**config.mk**
```make
export PLATFORM = sky130hd
export DESIGN_NAME = regfile_sequencer_flat
export DESIGN_NICKNAME = d
export VERILOG_FILES = /design/src/rtl/regfile_seq_pkg.sv /design/src/rtl/regfile_sequencer_if.sv /design/src/rtl/regfile_seq_alu.sv /design/src/rtl/regfile_sequencer.sv /design/src/flat_wrapper.sv
export SDC_FILE = /design/constraint.sdc
export NUM_CORES = 1
export LEC_CHECK = 0
export ABC_AREA = 1
export ABC_CLOCK_PERIOD_IN_PS = 4100
export BUFFER_PORTS_ARGS = -buffer_cell sky130_fd_sc_hd__buf_2
export CAP_MARGIN = 15
export CELL_PAD_IN_SITES_DETAIL_PLACEMENT = 0
export CELL_PAD_IN_SITES_GLOBAL_PLACEMENT = 1
export CORE_MARGIN = 2
export CORE_UTILIZATION = 41
export DETAILED_ROUTE_END_ITERATION = 6
export PLACE_DENSITY_LB_ADDON = 0.1
export REMOVE_ABC_BUFFERS = 1
export SLEW_MARGIN = 20
export SYNTH_ARGS = -nofsm -noshare
export SYNTH_HDL_FRONTEND = slang
export SYNTH_SLANG_ARGS = --single-unit
```
**constraint.sdc**
```tcl
create_clock -name clk -period 4.1 [get_ports clk]
set_clock_uncertainty 0.2 [all_clocks]
set_input_delay 0 -clock clk [delete_from_list [all_inputs] [get_ports clk]]
set_output_delay 0 -clock clk [all_outputs]
set_load 0.1 [all_outputs]
```
**src/rtl/regfile_seq_pkg.sv**
```systemverilog
// Shared types and default widths for the register-file sequencer.
package regfile_seq_pkg;

    localparam int SEQ_DATA_WIDTH = 32;
    localparam int SEQ_IDX_WIDTH  = 2;
    localparam int SEQ_IMM_WIDTH  = 16;

    typedef enum logic [1:0] {
        OP_ADD = 2'b00,
        OP_SUB = 2'b01,
        OP_LDI = 2'b10,
        OP_AND = 2'b11
    } opcode_t;

    typedef enum logic [1:0] {
        S_IDLE = 2'b00,
        S_READ = 2'b01,
        S_EXEC = 2'b10,
        S_WB   = 2'b11
    } state_t;

endpackage

```
**src/rtl/regfile_sequencer_if.sv**
```systemverilog
// Instruction handshake plus register-file read/write ports of the sequencer.
interface regfile_sequencer_if #(
    parameter int DATA_WIDTH = regfile_seq_pkg::SEQ_DATA_WIDTH,
    parameter int IDX_WIDTH  = regfile_seq_pkg::SEQ_IDX_WIDTH,
    parameter int IMM_WIDTH  = regfile_seq_pkg::SEQ_IMM_WIDTH
);
    logic                  instr_valid;
    logic                  instr_ready;
    logic [1:0]            instr_op;
    logic [IDX_WIDTH-1:0]  instr_rd;
    logic [IDX_WIDTH-1:0]  instr_ra;
    logic [IDX_WIDTH-1:0]  instr_rb;
    logic [IMM_WIDTH-1:0]  instr_imm;
    logic [IDX_WIDTH-1:0]  read_a_index;
    logic [DATA_WIDTH-1:0] read_a_data;
    logic [IDX_WIDTH-1:0]  read_b_index;
    logic [DATA_WIDTH-1:0] read_b_data;
    logic                  write_enable;
    logic [IDX_WIDTH-1:0]  write_index;
    logic [DATA_WIDTH-1:0] write_data;
    logic                  done;
    logic [DATA_WIDTH-1:0] result;

    modport master (
        input  instr_valid, instr_op, instr_rd, instr_ra, instr_rb, instr_imm,
        input  read_a_data, read_b_data,
        output instr_ready, read_a_index, read_b_index,
        output write_enable, write_index, write_data, done, result
    );

    modport slave (
        output instr_valid, instr_op, instr_rd, instr_ra, instr_rb, instr_imm,
        output read_a_data, read_b_data,
        input  instr_ready, read_a_index, read_b_index,
        input  write_enable, write_index, write_data, done, result
    );

endinterface

```
**src/rtl/regfile_seq_alu.sv**
```systemverilog
// Combinational execute unit: ADD/SUB/AND on operands, LDI passes the zero-extended immediate.
module regfile_seq_alu
    import regfile_seq_pkg::*;
#(
    parameter int DATA_WIDTH = SEQ_DATA_WIDTH,
    parameter int IMM_WIDTH  = SEQ_IMM_WIDTH
) (
    input  opcode_t               op,
    input  logic [DATA_WIDTH-1:0] op_a,
    input  logic [DATA_WIDTH-1:0] op_b,
    input  logic [IMM_WIDTH-1:0]  imm,
    output logic [DATA_WIDTH-1:0] result
);

    always_comb begin
        result = '0;
        unique case (op)
            OP_ADD: result = op_a + op_b;
            OP_SUB: result = op_a - op_b;
            OP_LDI: result = DATA_WIDTH'(imm);
            OP_AND: result = op_a & op_b;
            default: result = '0;
        endcase
    end

endmodule

```
**src/rtl/regfile_sequencer.sv**
```systemverilog
// Register-file sequencer: accepts one instruction, reads operands, executes, writes back.
// States: IDLE | waiting for an instruction; READ | indices on read ports, operands captured
//         EXEC | result register loaded;      WB   | write port driven, done pulses, may accept
module regfile_sequencer
    import regfile_seq_pkg::*;
#(
    parameter int DATA_WIDTH = SEQ_DATA_WIDTH,
    parameter int IDX_WIDTH  = SEQ_IDX_WIDTH,
    parameter int IMM_WIDTH  = SEQ_IMM_WIDTH
) (
    input  logic                clk,
    input  logic                rst_n,
    regfile_sequencer_if.master bus
);

    state_t                state, state_nxt;
    opcode_t               op_q;
    logic [IDX_WIDTH-1:0]  rd_q, ra_q, rb_q, wr_idx_q;
    logic [IMM_WIDTH-1:0]  imm_q;
    logic [DATA_WIDTH-1:0] op_a, op_b, result_q, alu_out;
    logic                  ready, accept;

    assign accept = bus.instr_valid && ready;

    always_ff @(posedge clk or negedge rst_n) begin
        if (!rst_n) state <= S_IDLE;
        else        state <= state_nxt;
    end

    always_comb begin
        state_nxt        = state;
        ready            = 1'b0;
        bus.read_a_index = '0;
        bus.read_b_index = '0;
        bus.write_enable = 1'b0;
        bus.done         = 1'b0;
        unique case (state)
            S_IDLE: begin
                ready = rst_n;
                if (accept) state_nxt = S_READ;
            end
            S_READ: begin
                bus.read_a_index = ra_q;
                bus.read_b_index = rb_q;
                state_nxt        = S_EXEC;
            end
            S_EXEC: state_nxt = S_WB;
            S_WB: begin
                ready            = rst_n;
                bus.done         = 1'b1;
                bus.write_enable = (wr_idx_q != '0);
                state_nxt        = accept ? S_READ : S_IDLE;
            end
            default: state_nxt = S_IDLE;
        endcase
    end

    assign bus.instr_ready = ready;
    assign bus.write_index = wr_idx_q;
    assign bus.write_data  = result_q;
    assign bus.result      = result_q;

    // write_index/result are loaded together in EXEC so both hold stable until the next done
    always_ff @(posedge clk or negedge rst_n) begin
        if (!rst_n) begin
            op_q     <= OP_ADD;
            rd_q     <= '0;
            ra_q     <= '0;
            rb_q     <= '0;
            imm_q    <= '0;
            op_a     <= '0;
            op_b     <= '0;
            result_q <= '0;
            wr_idx_q <= '0;
        end else begin
            if (accept) begin
                op_q  <= opcode_t'(bus.instr_op);
                rd_q  <= bus.instr_rd;
                ra_q  <= bus.instr_ra;
                rb_q  <= bus.instr_rb;
                imm_q <= bus.instr_imm;
            end
            if (state == S_READ) begin
                op_a <= bus.read_a_data;
                op_b <= bus.read_b_data;
            end
            if (state == S_EXEC) begin
                result_q <= alu_out;
                wr_idx_q <= rd_q;
            end
        end
    end

    regfile_seq_alu #(
        .DATA_WIDTH (DATA_WIDTH),
        .IMM_WIDTH  (IMM_WIDTH)
    ) u_alu (
        .op     (op_q),
        .op_a   (op_a),
        .op_b   (op_b),
        .imm    (imm_q),
        .result (alu_out)
    );

endmodule

```
**src/flat_wrapper.sv**
```systemverilog
// flat-port wrapper written by rule: the top's interface ports become plain ports
module regfile_sequencer_flat import regfile_seq_pkg::*;
#(
    parameter int DATA_WIDTH = SEQ_DATA_WIDTH,
    parameter int IDX_WIDTH  = SEQ_IDX_WIDTH,
    parameter int IMM_WIDTH  = SEQ_IMM_WIDTH
)
  (clk, rst_n, bus_instr_valid, bus_instr_op, bus_instr_rd, bus_instr_ra, bus_instr_rb, bus_instr_imm, bus_read_a_data, bus_read_b_data, bus_instr_ready, bus_read_a_index, bus_read_b_index, bus_write_enable, bus_write_index, bus_write_data, bus_done, bus_result);
  regfile_sequencer_if #(.DATA_WIDTH(DATA_WIDTH), .IDX_WIDTH(IDX_WIDTH), .IMM_WIDTH(IMM_WIDTH)) bus_i ();
  input  logic clk;
  input  logic rst_n;
  input wire logic [$bits(bus_i.instr_valid)-1:0] bus_instr_valid;
  input wire logic [$bits(bus_i.instr_op)-1:0] bus_instr_op;
  input wire logic [$bits(bus_i.instr_rd)-1:0] bus_instr_rd;
  input wire logic [$bits(bus_i.instr_ra)-1:0] bus_instr_ra;
  input wire logic [$bits(bus_i.instr_rb)-1:0] bus_instr_rb;
  input wire logic [$bits(bus_i.instr_imm)-1:0] bus_instr_imm;
  input wire logic [$bits(bus_i.read_a_data)-1:0] bus_read_a_data;
  input wire logic [$bits(bus_i.read_b_data)-1:0] bus_read_b_data;
  output wire logic [$bits(bus_i.instr_ready)-1:0] bus_instr_ready;
  output wire logic [$bits(bus_i.read_a_index)-1:0] bus_read_a_index;
  output wire logic [$bits(bus_i.read_b_index)-1:0] bus_read_b_index;
  output wire logic [$bits(bus_i.write_enable)-1:0] bus_write_enable;
  output wire logic [$bits(bus_i.write_index)-1:0] bus_write_index;
  output wire logic [$bits(bus_i.write_data)-1:0] bus_write_data;
  output wire logic [$bits(bus_i.done)-1:0] bus_done;
  output wire logic [$bits(bus_i.result)-1:0] bus_result;
  assign bus_i.instr_valid = bus_instr_valid;
  assign bus_i.instr_op = bus_instr_op;
  assign bus_i.instr_rd = bus_instr_rd;
  assign bus_i.instr_ra = bus_instr_ra;
  assign bus_i.instr_rb = bus_instr_rb;
  assign bus_i.instr_imm = bus_instr_imm;
  assign bus_i.read_a_data = bus_read_a_data;
  assign bus_i.read_b_data = bus_read_b_data;
  assign bus_instr_ready = bus_i.instr_ready;
  assign bus_read_a_index = bus_i.read_a_index;
  assign bus_read_b_index = bus_i.read_b_index;
  assign bus_write_enable = bus_i.write_enable;
  assign bus_write_index = bus_i.write_index;
  assign bus_write_data = bus_i.write_data;
  assign bus_done = bus_i.done;
  assign bus_result = bus_i.result;
  regfile_sequencer #(.DATA_WIDTH(DATA_WIDTH), .IDX_WIDTH(IDX_WIDTH), .IMM_WIDTH(IMM_WIDTH)) u_core (.clk(clk), .rst_n(rst_n), .bus(bus_i));
endmodule
```
Word level (Yosys, flattened, before mapping)
Index checks and enable logic that the tools add are counted.
{"block": "totals", "word_cells": 34, "input_bits": 91, "output_inout_bits": 73, "register_bits": 124}
{"block": "classes", "add_sub_neg": 2, "n_eq_ne": 7, "n_bitwise": 1, "reduce_logical": 5, "muxes": 9}
{"op": "$pmux W32 S4", "count": 1}
{"op": "$add A32 B32 Y32", "count": 1}
{"op": "$and A32 B32 Y32", "count": 1}
{"op": "$sub A32 B32 Y32", "count": 1}
{"op": "$eq A2 B2 Y1 const B", "count": 4}
{"op": "$pmux W2 S4", "count": 1}
{"op": "$mux W2", "count": 3}
{"op": "$eq A2 B1 Y1 const B", "count": 2}
{"op": "$logic_not A2 Y1", "count": 2}
{"op": "$mux W1", "count": 4}
{"op": "$ne A2 B1 Y1 const B", "count": 1}
{"op": "$reduce_bool A2 Y1", "count": 1}
{"op": "$reduce_or A2 Y1", "count": 1}
{"op": "$logic_and A1 B1 Y1", "count": 1}

Longest topological paths before layout
{"block": "logic_depth", "depth_word": 6, "mapped_depth": 25, "ltp_nobuf": 25}

Cells and area by module
A second synthesis with hierarchy kept.
{"block": "hier_totals", "cells_unflattened": 1144, "area_unflattened_um2": 9019.9}
{"mod": "regfile_sequencer", "instances": 1, "cells_each": 374, "seq_area_each_um2": 3103.0, "area_per_inst_um2": 5104.9}
{"mod": "regfile_seq_alu", "instances": 1, "cells_each": 770, "seq_area_each_um2": 0.0, "area_per_inst_um2": 3915.0}

Worst setup path before layout
OpenSTA, ideal clock, no wires.
{"block": "synth_timing", "path_type": "register -> register", "start": "register u_core.state[0]", "end": "register u_core.imm_q[0]", "stages_incl_launch_ff": 7, "arrival_ns": 3.230, "setup_slack_ns": 0.546, "path_buffers": 1, "setup_ns": 0.125, "required_ns": 3.775, "period_less_slack_ns": 3.554, "cell_sequence": "dfrtp_1 > inv_1 > ha_1 > nor2_1 > nand2_1 > buf_2 > mux2_2"}
{"block": "synth_via", "elab_chain_cells": 4, "elab_cells_between_ends": 5, "classes_between": "eq/ne (1); mux (1); reduce/logical (3)"}
{"element": "start, declared", "line_no": "regfile_sequencer.sv:16", "rtl": "state_t state, state_nxt;"}
{"element": "start signal, assigned", "line_no": "regfile_sequencer.sv:27", "rtl": "else state <= state_nxt;"}
{"element": "$eq A2 B2 Y1 or $logic_not A2 Y1 (tied branches)", "line_no": "regfile_sequencer.sv:37", "rtl": "unique case (state)"}
{"element": "$reduce_or A2 Y1 (no source line) (*)"}
{"element": "$mux W1 (*)", "line_no": "regfile_sequencer.sv:37"}
{"element": "net bus_instr_ready", "line_no": "flat_wrapper.sv:20", "rtl": "output wire logic [$bits(bus_i.instr_ready)-1:0] bus_instr_ready;"}
{"element": "$logic_and A1 B1 Y1 (*)", "line_no": "regfile_sequencer.sv:23", "rtl": "assign accept = bus.instr_valid && ready;"}
{"element": "end signal, assigned", "line_no": "regfile_sequencer.sv:81", "rtl": "imm_q <= bus.instr_imm;"}
{"element": "end, declared", "line_no": "regfile_sequencer.sv:19", "rtl": "logic [IMM_WIDTH-1:0] imm_q;"}
The timed path passes the listed nets; every way through them passes the cells marked *.
A chain may end at the register's enable or synchronous reset.

Worst setup path after layout
{"block": "layout_timing", "start": "register u_core.op_b[0]", "end": "register u_core.result_q[24] (netlist: u_core.bus.result[24])"}
{"block": "layout_via", "elab_chain_cells": 2, "elab_cells_between_ends": 3, "classes_between": "add/sub (2); mux (1)"}
{"element": "start, declared", "line_no": "regfile_sequencer.sv:20", "rtl": "logic [DATA_WIDTH-1:0] op_a, op_b, result_q, alu_out;"}
{"element": "start signal, assigned", "line_no": "regfile_sequencer.sv:85", "rtl": "op_b <= bus.read_b_data;"}
{"element": "$sub A32 B32 Y32 or $add A32 B32 Y32 (tied branches)", "line_no": "regfile_seq_alu.sv:19, regfile_seq_alu.sv:18"}
{"element": "$pmux W32 S4 (*)", "line_no": "regfile_seq_alu.sv:17", "rtl": "unique case (op)"}
{"element": "end signal, assigned", "line_no": "regfile_sequencer.sv:88", "rtl": "result_q <= alu_out;"}
{"element": "end, declared", "line_no": "regfile_sequencer.sv:20"}
Mark *: on every way between the ends. The rest lies on a longest branch, timed or not.

==> results.py <==
metrics = {
    "setup_path": {
        "criticalPathCategory": "register to register",
        "r2r-start": "u_core.op_b[0]$_DFFE_PN0N_",
        "cp-start-kind": "register",
        "critPathLaunch": "u_core.op_b[0]$_DFFE_PN0N_",
        "end_kind": "register",
        "regToRegSetupSlack_ns": 0.47,
        "required_ns": 4.25,
        "cp_max_fo": 5,
        "r2r.worst_path.cells": 19,
        "worst_r2r_endpoint": "u_core.bus.result[24]$_DFFE_PN0N_",
        "arrival_ns": 3.78,
    },
    "logic_synthesis": {
        "synthesis.area_um2": 8530,
        "async_reset_ff_share_pct": 100,
        "syn_inst": 1139,
        "ys_ff_latch": 124,
        "ys_seq_area_share_pct": 36.4,
        "syn_avg_cell_area_um2": 7.49,
        "synth_cell_types": 43,
        "synth_warnings": 0,
        "synth-edff-count": 0,
        "synth_flop_cell": "dfrtp_1",
    },
    "hold_path": {
        "hp-class": "input pin to register",
        "min_to": "u_core.rd_q[0]$_DFFE_PN0P_",
        "min_path_cells": 4,
        "min_from": "bus_instr_valid",
    },
    "cts": {
        "clkLatencyLatePin_ns": 0.44,
        "cts_tree": "yes",
        "root_buffer": "clkbuf_16",
        "clkSinkCount": 124,
        "clock_path_buffers": 2,
        "path_clk_slew_ns": 0.06,
        "htree_levels": 4,
        "ctsResizeCount": 0,
        "cts_buffers": 17,
    },
    "die": {
        "std_cell_rows": 52,
        "core-area_um2": 20300,
        "dieHeight_um": 148,
        "ios": 164,
        "die_x_um": 148,
        "die_area_um2": 22000,
        "start_util_pct": 42.0,
    },
    "final_layout": {
        "syn_to_final_growth_pct": 29.3,
        "fillCellCount": 2043,
        "nNetsFinal": 1495,
        "drive_gt1_share_pct": 21.4,
        "layout_common_cells": "nand2_1, buf_2, inv_1, dfrtp_1, nor2_1",
        "diodes": 0,
        "final_common_cell": "nand2_1",
    },
    "global_route": {
        "grt_max_degree": 101,
        "grt_usage_pct": 26.1,
        "grt_overflow_total": 0,
        "grt_pass1_vias": 7988,
        "antenna_found_initial": 0,
        "grt_first_pass_wirelength_um": 44100,
    },
    "timing": {
        "slew_headroom_pct": 39.9,
        "drv_slew": 0,
        "rsz0062_at_grt": "no",
        "setup_viol": 0,
        "post-route-period-util_pct": 88.4,
        "finalHoldViolCount": 0,
        "timing.fmax_mhz": 276,
        "finalCriticalPeriod_ns": 3.63,
        "worst_pin_slew_ns": 0.902,
        "finalSetupTns_ns": 0,
    },
    "routing": {
        "via_count": 8266,
        "wire_per_inst_um": 16.8,
        "post-route-drc-count": 0,
        "routed_wl_um": 27600,
        "ant_nets": 0,
        "drt-pass1-iter-count": 5,
        "drt-initial-drc-count": 479,
        "viasPerCell": 5.02,
    },
    "placement": {
        "routabilityCongestion": 0.954,
        "dp_hpwl_um": 20600,
        "port_buffers": 163,
    },
    "run_status": {
        "status": "finished clean",
    },
    "job": {
        "cap_violations": 0,
    },
}
[repair_timing]
action	in CTS	in global routing
buffers inserted	0	0
hold endpoints to repair	140	0
hold buffers	94	0
[cell usage after synthesis (2+ instances only)]
library cell,number,share of area (%)
o31ai_1,2,0.18
nand4_1,16,1.2
nand2_1,294,13
nand3b_1,8,0.70
or2_1,4,0.29
or2_2,4,0.29
dfrtp_1,124,36
xor2_1,27,2.8
nor2_1,111,4.9
nor4_1,3,0.22
a31oi_1,34,2.5
o21ai_0,46,2.7
a32oi_1,10,1.0
buf_4,32,2.8
buf_2,9,0.53
a21oi_1,47,2.8
inv_1,131,5.8
clkbuf_1,20,0.88
o21ai_1,12,0.70
mux2_2,54,7.1
o21bai_1,5,0.44
inv_2,17,0.75
clkinv_1,3,0.13
ha_1,38,5.6
nand3_1,57,3.3
nor3_1,14,0.82
[worst max-delay path by stage]
stage / end / slack [ns] / cells after the start
after CTS: u_core.bus.result[24]$_DFFE_PN0N_ / 0.45 / 19
after global placement: u_core.bus.result[24]$_DFFE_PN0N_ / 0.53 / 20
after detailed placement: u_core.bus.result[24]$_DFFE_PN0N_ / 0.46 / 19
after global routing: u_core.bus.result[24]$_DFFE_PN0N_ / 0.03 / 19
after floorplan: u_core.state[0]$_DFFE_PN0P_ / 0.18 / 8
final: u_core.bus.result[24]$_DFFE_PN0N_ / 0.47 / 19
[area by class of cell]
| cell class | count | area, um^2 | area share, % |
|---|---|---|---|
| Inverter | 152 | 584 | 5.30 |
| Timing Repair Buffer | 268 | 1880 | 17.1 |
| Clock inverter | 15 | 201 | 1.83 |
| Tap cell | 270 | 338 | 3.06 |
| Clock buffer | 17 | 425 | 3.86 |
| Sequential cell | 124 | 3100 | 28.1 |
| Multi-Input combinational cell | 802 | 4490 | 40.7 |
[through the flow]
step	worst slack, ns	std cells	hold WS [ns]	instance area [um^2]	util [%]
floorplan	0.181	1078	-0.496	8170	-
global placement	0.533	1521	-0.203	9420	46.4
detailed placement	0.462	1521	-0.204	9420	46.4
CTS	0.448	1647	0.0256	11000	54.2
global route	0.0332	1648	0.0689	11000	54.3
finish	0.474	1648	0.0330	11000	54.3
[metal layers]
layer  up-vias  GRT usage (%)  part of all wire, %
met3        29           4.94                  5.9
met2       240           38.7                   43
met5         -              0                    0
met4         0           6.62                  1.6
li1       4155              -                    -
met1      3842           39.3                   50
[cells by family after synthesis]
logic type	synth area share (%)
DFF	36.4
buffers and inverters	11.1
adders and majority gates	5.81
and+or+nand+nor	25.6
muxes	7.13
AOI/OAI and AO/OA	11.1
xor gates and xnor gates	2.88
[critical path: stages, from the launching register on]
cell	delay, ns
dfrtp_1	0.40
inv_1	0.11
ha_1	0.22
nand3_4	0.12
nor2_2	0.23
inv_2	0.07
nor2_4	0.11
inv_2	0.06
o21ai_4	0.17
nand2_4	0.08
xor2_1	0.15
ha_1	0.40
nand2_1	0.15
nor2_1	0.21
inv_2	0.07
nor3_1	0.23
nand3_1	0.17
nand4_1	0.13
nand3_1	0.12
a21oi_1	0.16
[sequential cells by signal (all words and copies together), names as in the netlist]
| register | flops |
|---|---|
| u_core.bus.result | 32 |
| u_core.bus.write_index | 2 |
| u_core.imm_q | 16 |
| u_core.op_a | 32 |
| u_core.op_b | 32 |
| u_core.op_q | 2 |
| u_core.ra_q | 2 |
| u_core.rb_q | 2 |
| u_core.rd_q | 2 |
| u_core.state | 2 |
Power is left out: the tool's default activity adds up to more than one toggle a clock period on the data nets, which glitch-free logic cannot reach.
